==> src/rtl/exe_mem_stage.sv <==
// EX/MEM pipeline register with the architectural NZCV status register,
// flag forwarding to the decode-stage condition check, and carry feedback.
module exe_mem_stage #(
  parameter int DATA_W = 32,
  parameter int REG_AW = 4
) (
  input  logic              clk,
  input  logic              rst_n,
  input  logic              stall,
  input  logic              flush,
  input  logic              in_valid,
  input  logic [DATA_W-1:0] alu_result,
  input  logic [3:0]        status_in,
  input  logic              s_update,
  input  logic [DATA_W-1:0] store_val,
  input  logic [REG_AW-1:0] dest_in,
  input  logic              wb_en_in,
  input  logic              mem_r_en_in,
  input  logic              mem_w_en_in,
  input  logic [3:0]        cond,
  output logic              out_valid,
  output logic [DATA_W-1:0] alu_result_out,
  output logic [DATA_W-1:0] store_val_out,
  output logic [REG_AW-1:0] dest_out,
  output logic              wb_en_out,
  output logic              mem_r_en_out,
  output logic              mem_w_en_out,
  output logic [3:0]        status_reg,
  output logic              carry_flag,
  output logic              cond_pass
);

  logic              valid_q, valid_d;
  logic [DATA_W-1:0] result_q, result_d;
  logic [DATA_W-1:0] store_q, store_d;
  logic [REG_AW-1:0] dest_q, dest_d;
  logic              wb_en_q, wb_en_d;
  logic              mem_r_q, mem_r_d;
  logic              mem_w_q, mem_w_d;
  logic [3:0]        status_q, status_d;

  logic              advance;
  logic              flag_write;
  logic [3:0]        fwd_flags;
  logic              f_n, f_z, f_c, f_v;

  assign advance    = !flush && !stall;
  assign flag_write = advance && in_valid && s_update;

  always_comb begin
    valid_d  = valid_q;
    result_d = result_q;
    store_d  = store_q;
    dest_d   = dest_q;
    wb_en_d  = wb_en_q;
    mem_r_d  = mem_r_q;
    mem_w_d  = mem_w_q;
    status_d = status_q;
    if (flush) begin
      // Squash only the control bits; the data fields simply hold.
      valid_d = 1'b0;
      wb_en_d = 1'b0;
      mem_r_d = 1'b0;
      mem_w_d = 1'b0;
    end else if (!stall) begin
      valid_d  = in_valid;
      result_d = alu_result;
      store_d  = store_val;
      dest_d   = dest_in;
      wb_en_d  = wb_en_in && in_valid;
      mem_r_d  = mem_r_en_in && in_valid;
      mem_w_d  = mem_w_en_in && in_valid;
      if (flag_write) begin
        status_d = status_in;
      end
    end
  end

  always_ff @(posedge clk or negedge rst_n) begin
    if (!rst_n) begin
      valid_q  <= 1'b0;
      result_q <= '0;
      store_q  <= '0;
      dest_q   <= '0;
      wb_en_q  <= 1'b0;
      mem_r_q  <= 1'b0;
      mem_w_q  <= 1'b0;
      status_q <= 4'b0000;
    end else begin
      valid_q  <= valid_d;
      result_q <= result_d;
      store_q  <= store_d;
      dest_q   <= dest_d;
      wb_en_q  <= wb_en_d;
      mem_r_q  <= mem_r_d;
      mem_w_q  <= mem_w_d;
      status_q <= status_d;
    end
  end

  // A flag producer in EX resolves the condition of the instruction in decode without a bubble.
  assign fwd_flags = flag_write ? status_in : status_q;
  assign f_n = fwd_flags[3];
  assign f_z = fwd_flags[2];
  assign f_c = fwd_flags[1];
  assign f_v = fwd_flags[0];

  always_comb begin
    cond_pass = 1'b0;
    case (cond)
      4'b0000: cond_pass = f_z;
      4'b0001: cond_pass = !f_z;
      4'b0010: cond_pass = f_c;
      4'b0011: cond_pass = !f_c;
      4'b0100: cond_pass = f_n;
      4'b0101: cond_pass = !f_n;
      4'b0110: cond_pass = f_v;
      4'b0111: cond_pass = !f_v;
      4'b1000: cond_pass = f_c && !f_z;
      4'b1001: cond_pass = !f_c || f_z;
      4'b1010: cond_pass = (f_n == f_v);
      4'b1011: cond_pass = (f_n != f_v);
      4'b1100: cond_pass = !f_z && (f_n == f_v);
      4'b1101: cond_pass = f_z || (f_n != f_v);
      4'b1110: cond_pass = 1'b1;
      default: cond_pass = 1'b0;
    endcase
  end

  assign out_valid      = valid_q;
  assign alu_result_out = result_q;
  assign store_val_out  = store_q;
  assign dest_out       = dest_q;
  assign wb_en_out      = wb_en_q;
  assign mem_r_en_out   = mem_r_q;
  assign mem_w_en_out   = mem_w_q;
  assign status_reg     = status_q;
  // Carry is deliberately taken from the committed flags, not the forwarded ones.
  assign carry_flag     = status_q[1];

endmodule

==> config.mk <==
export PLATFORM = sky130hd
export DESIGN_NAME = exe_mem_stage
export DESIGN_NICKNAME = d
export VERILOG_FILES = /design/src/rtl/exe_mem_stage.sv
export SDC_FILE = /design/constraint.sdc
export NUM_CORES = 1
export LEC_CHECK = 0
export CAP_MARGIN = 20
export CORE_UTILIZATION = 35
export DETAILED_ROUTE_END_ITERATION = 6
export PLACE_DENSITY_LB_ADDON = 0.25
export REMOVE_ABC_BUFFERS = 1
export SLEW_MARGIN = 5
export SYNTH_ARGS = -nofsm -noshare
export SYNTH_HDL_FRONTEND = slang
export SYNTH_SLANG_ARGS = --single-unit
==> constraint.sdc <==
create_clock -name clk -period 1.4 [get_ports clk]
set_input_delay 0.14 -clock clk [delete_from_list [all_inputs] [get_ports clk]]
set_output_delay 0.14 -clock clk [all_outputs]
set_load 0.02 [all_outputs]
Yosys cells after proc, flatten, opt, wreduce, memory -nomap -nowiden
Cells that the tools add are included.
{"block": "classes", "add_sub_neg": 0, "n_mul": 0, "div_mod_pow": 0, "magnitude_cmp": 0, "n_eq_ne": 17, "n_shift": 0, "mux": 10, "bitwise": 2, "reduce_logical": 18}
{"operator": "4-bit == test (second input constant)", "count": 7}
{"operator": "4-bit by 3-bit == test with 1-bit output (second input constant)", "count": 4}
{"operator": "1-bit case mux with 15 select lines", "count": 1}
{"operator": "4-bit by 2-bit == test with 1-bit output (second input constant)", "count": 2}
{"operator": "1-bit logical AND", "count": 8}
{"operator": "1-bit two-way mux", "count": 8}
{"operator": "1-bit zero test", "count": 6}
{"operator": "4-bit by 1-bit == test with 1-bit output (second input constant)", "count": 1}
{"operator": "4-bit zero test", "count": 1}
{"operator": "4-bit two-way mux", "count": 1}
{"operator": "1-bit logical OR", "count": 2}
{"operator": "2-bit by 1-bit inequality test with 1-bit output (second input constant)", "count": 1}
{"operator": "1-bit NOT", "count": 2}
{"operator": "2-bit AND reduction", "count": 1}
{"operator": "1-bit == test", "count": 1}
{"operator": "1-bit inequality test", "count": 1}
{"block": "word_totals", "ff_bits": 76, "latch_bits": 0, "mem_bits_rw": 0, "mem_bits_ro": 0, "input_bits": 85, "elab_cells": 55, "mem_count": 0}

Longest topological paths before layout
{"block": "logic_depth", "word_depth": 8, "ltp_mapped": 7}

Worst setup path after synthesis
OpenSTA, ideal clock, no wires.
{"block": "synth_path", "path_kind": "input-to-output", "startpoint": "in flush", "endpoint": "out cond_pass", "t_arrival_ns": 1.503, "setup_slack_ns": -0.243, "path_stages": 7, "n_path_buf": 1, "path_cell_list": "nor4bb_2 buf_6 mux2_4 nor2_1 and4b_1 a211oi_2 nand3_1"}
{"block": "synth_between", "elab_chain_cells": 8, "word_cells_on_any_way": 16, "cone_classes": "eq/ne: 2; mux: 2; reduce/logical: 12"}
{"element": "start, declared", "line": "10", "text": "input logic flush,"}
{"element": "1-bit zero test (*)", "line": "47", "text": "assign advance = !flush && !stall;"}
{"element": "1-bit logical AND (*)", "line": "47"}
{"element": "1-bit logical AND (*) (2 in series)", "line": "48", "text": "assign flag_write = advance && in_valid && s_update;"}
{"element": "4-bit two-way mux (*)"}
{"element": "1-bit inequality test (tied with other cells)", "line": "122, 124"}
{"element": "1-bit logical OR (tied with other cells)", "line": "124", "text": "4'b1101: cond_pass = f_z || (f_n != f_v);"}
{"element": "1-bit case mux with 15 select lines (*)", "line": "110", "text": "case (cond)"}
{"element": "end, declared", "line": "30", "text": "output logic cond_pass"}
Every way passes the cells marked *; elsewhere a longest branch is shown, timed or not.

Worst setup path after layout
{"block": "layout_path", "startpoint": "reg status_q[3] (netlist: status_reg[3])", "endpoint": "out cond_pass"}
{"block": "layout_between", "elab_chain_cells": 4, "word_cells_on_any_way": 7, "cone_classes": "eq/ne: 2; mux: 2; reduce/logical: 3"}
{"element": "start, declared", "line": "40", "text": "logic [3:0] status_q, status_d;"}
{"element": "start signal, assigned", "line": "97", "text": "status_q <= status_d;"}
{"element": "4-bit two-way mux (*)"}
{"element": "1-bit inequality test / 1-bit == test (equally long branches)"}
{"element": "1-bit logical OR / 1-bit logical AND (equally long branches)", "line": "124, 123"}
{"element": "1-bit case mux with 15 select lines (*)", "line": "110"}
Marked as above.

==> results.sh <==
export IMPL_finalSetupTns_ps=-498
export IMPL_dr_pass1_iters=4
export IMPL_start_util_pct=36.7
export IMPL_grt_setup_unrepaired="yes"
export IMPL_p_per_area_mw_per_mm2=1240
export IMPL_timing_hold_ws_ps=148
export IMPL_vias=2296
export IMPL_ioPinCount=163
export IMPL_yosysSeqAreaShare_pct=62.1
export IMPL_grt_pass1_vias=2451
export IMPL_avgSynthCellArea_um2=15.2
export IMPL_violations="negative setup slack"
export IMPL_critPathMaxStageDelay_ps=420
export IMPL_p_leak_nw=2.27
export IMPL_yosys_top_cells_area="dfrtp_1 62%, mux2_2 26%, mux2i_1 2.0%"
export IMPL_cp_start_kind="register"
export IMPL_crit_required_ps=1260
export IMPL_ys_warn_count=0
export IMPL_clock_latency_ps=330
export IMPL_die_h_um=95.6
export IMPL_status="complete, but fails checks"
export IMPL_cts_reportedPaths_clkPinSlew_ps=80
export IMPL_rows=33
export IMPL_path_max_fanout=3
export IMPL_slew_headroom_pct=70.4
export IMPL_dp_worst_setup_slack_ps=-1190
export IMPL_ys_types=27
export IMPL_clockRootBuffer="clkbuf_8"
export IMPL_layout_drive_gt1_share_pct=28.8
export IMPL_cap_violations=0
export IMPL_antennaDiodeCount=0
export IMPL_grt_overflow=0
export IMPL_yosysTopAreaCellShare_pct=62.1
export IMPL_crit_arrival_ps=1760
export IMPL_core_mm2=0.00834
export IMPL_vias_per_cell=4.68
export IMPL_place_congestion=0.836
export IMPL_clock_fmax_mhz=527
export IMPL_ir_worst_vdd_mv=0.635
export IMPL_htree_levels=3
export IMPL_syn_to_final_growth_pct=65.7
export IMPL_cts_tree="done"
export IMPL_clock_sinks=76
export IMPL_crit_path_end_kind="output pin"
export IMPL_critPathBufInv=1
export IMPL_layout_commonest_cell="clkdlybuf4s50_1"
export IMPL_final_setup_viol_count=1
export IMPL_grt_max_degree=39
export IMPL_worstMarginPinSlew_ps=444
export IMPL_numPortBuffers=162
export IMPL_slowest_stage="dfrtp_1"
export IMPL_fillers=701
export IMPL_synth_edff_count=0
export IMPL_final_core_util_pct=60.9
export IMPL_mostFrequentLayoutCells="79 x clkdlybuf4s50_1, 78 x dlygate4sd2_1, 76 x dfrtp_1"
export IMPL_grt_antenna_before_repair=0
export IMPL_ys_seq_elements=76
export IMPL_die_x_um=95.6
export IMPL_drc=0
export IMPL_wl_um=7390
export IMPL_cpLargestDelayFamily="flip-flops"
export IMPL_nNetsFinal=466
export IMPL_hold_violations=0
export IMPL_path_cells="mux2_4 > nor2_1 > and4b_1 > a211oi_2 > nand3_1 > buf_6"
export IMPL_fin_crit_sh_pct=136
export IMPL_netlist_area_mm2=0.00306
export IMPL_report_final_slew_viol_count=0
export IMPL_synthCells=201
export IMPL_cts_buffers=9
export IMPL_track_usage_pct=17.0
export IMPL_skew_ps=0
export IMPL_die_area_mm2=0.00913
export IMPL_ant_nets=0
export IMPL_hold_path_class="in2reg"
export IMPL_synth_top_area_cell="dfrtp_1"
export IMPL_setup_ws_ps=-498
export IMPL_crit_type="reg2out"
export IMPL_dp_hpwl_um=5490
export IMPL_worst_r2r_setup_slack_ps=450
export IMPL_grt_pass1_wl_um=11600
export IMPL_yosys_most_used_dff="dfrtp_1"
export IMPL_fin_crit_ps=1900
export IMPL_cts_buffer_depth=2
export IMPL_drt_initial_drc_count=67
export IMPL_wl_per_cell_um=15.0
export IMPL_async_flop_share_pct=100
==> layout make-up <==
cell class	count	area (um2)	area share (%)
clock inverters	4	72.6	1.43
flip-flops and latches	76	1900	37.5
clock buffers	12	145	2.86
inverters	3	11.3	0.222
well taps	105	131	2.59
repair buffers	180	1710	33.6
multi-input cells	111	1110	21.8
==> kinds of logic after synthesis <==
family	synth area share [%]
multiplexers	28.2
XOR/XNOR	1.43
buffers and inverters	2.57
AND/OR/NAND/NOR	3.72
AO/OA/AOI/OAI	2.04
flip-flops	62.1
==> timing repair <==
action	CTS	global route
gates resized for setup	96	1
setup buffers	0	1
pin swaps	4	3
hold buffers	1	0
endpoints found under the hold margin	28	0
endpoints found under the setup margin	78	1
==> worst reg2reg max path: cells and delay by family (launching register included) <==
kind | cells | cell delay, ps
multiplexers | 1 | 260
flip-flops | 1 | 420
buffers and inverters | 1 | 150
==> synthesized netlist by cell type (2+ instances only) <==
master / n
a22oi_1: 3
xnor2_1: 2
inv_1: 3
xor2_1: 3
nand3b_1: 2
nand3_1: 2
buf_2: 4
nand2_1: 3
nor2_1: 9
dfrtp_1: 76
mux2i_1: 6
mux2_2: 70
clkbuf_1: 4
==> worst paths after layout <==
path                                        start                  to  cells after the start
worst max register to register      status_reg[0]       status_reg[0]                      2
worst min-delay path                        flush        mem_w_en_out                      3
worst max-delay path                status_reg[3]           cond_pass                      6
max in group asynchronous                   rst_n  alu_result_out[28]                      3
min in group asynchronous                   rst_n   alu_result_out[2]                      2
worst min register to register  store_val_out[28]   store_val_out[28]                      1
==> stage by stage <==
step           std cells  power (mW)  area (um2)
2_1_floorplan        190        3.60        3000
3_3_place_gp         473        4.70        4940
3_5_place_dp         473        4.74        4940
4_1_cts              490        6.36        5060
5_1_grt              491        6.59        5080
6_report             491        6.29        5080
==> report_power, final <==
part | switching, mW | total [mW] | internal [mW]
logic | 0.866 | 1.77 | 0.907
clock network | 0.784 | 1.84 | 1.05
registers | 0.165 | 2.68 | 2.51
total | 1.81 | 6.29 | 4.47
==> metal layers <==
layer	GRT usage, %	up-vias	share of wire [%]
met5	0	-	0
met4	6.72	0	1.0
met1	19.0	1118	39
li1	-	1065	-
met2	28.2	106	49
met3	7.74	7	11
Power figures use the tool's default switching activity.
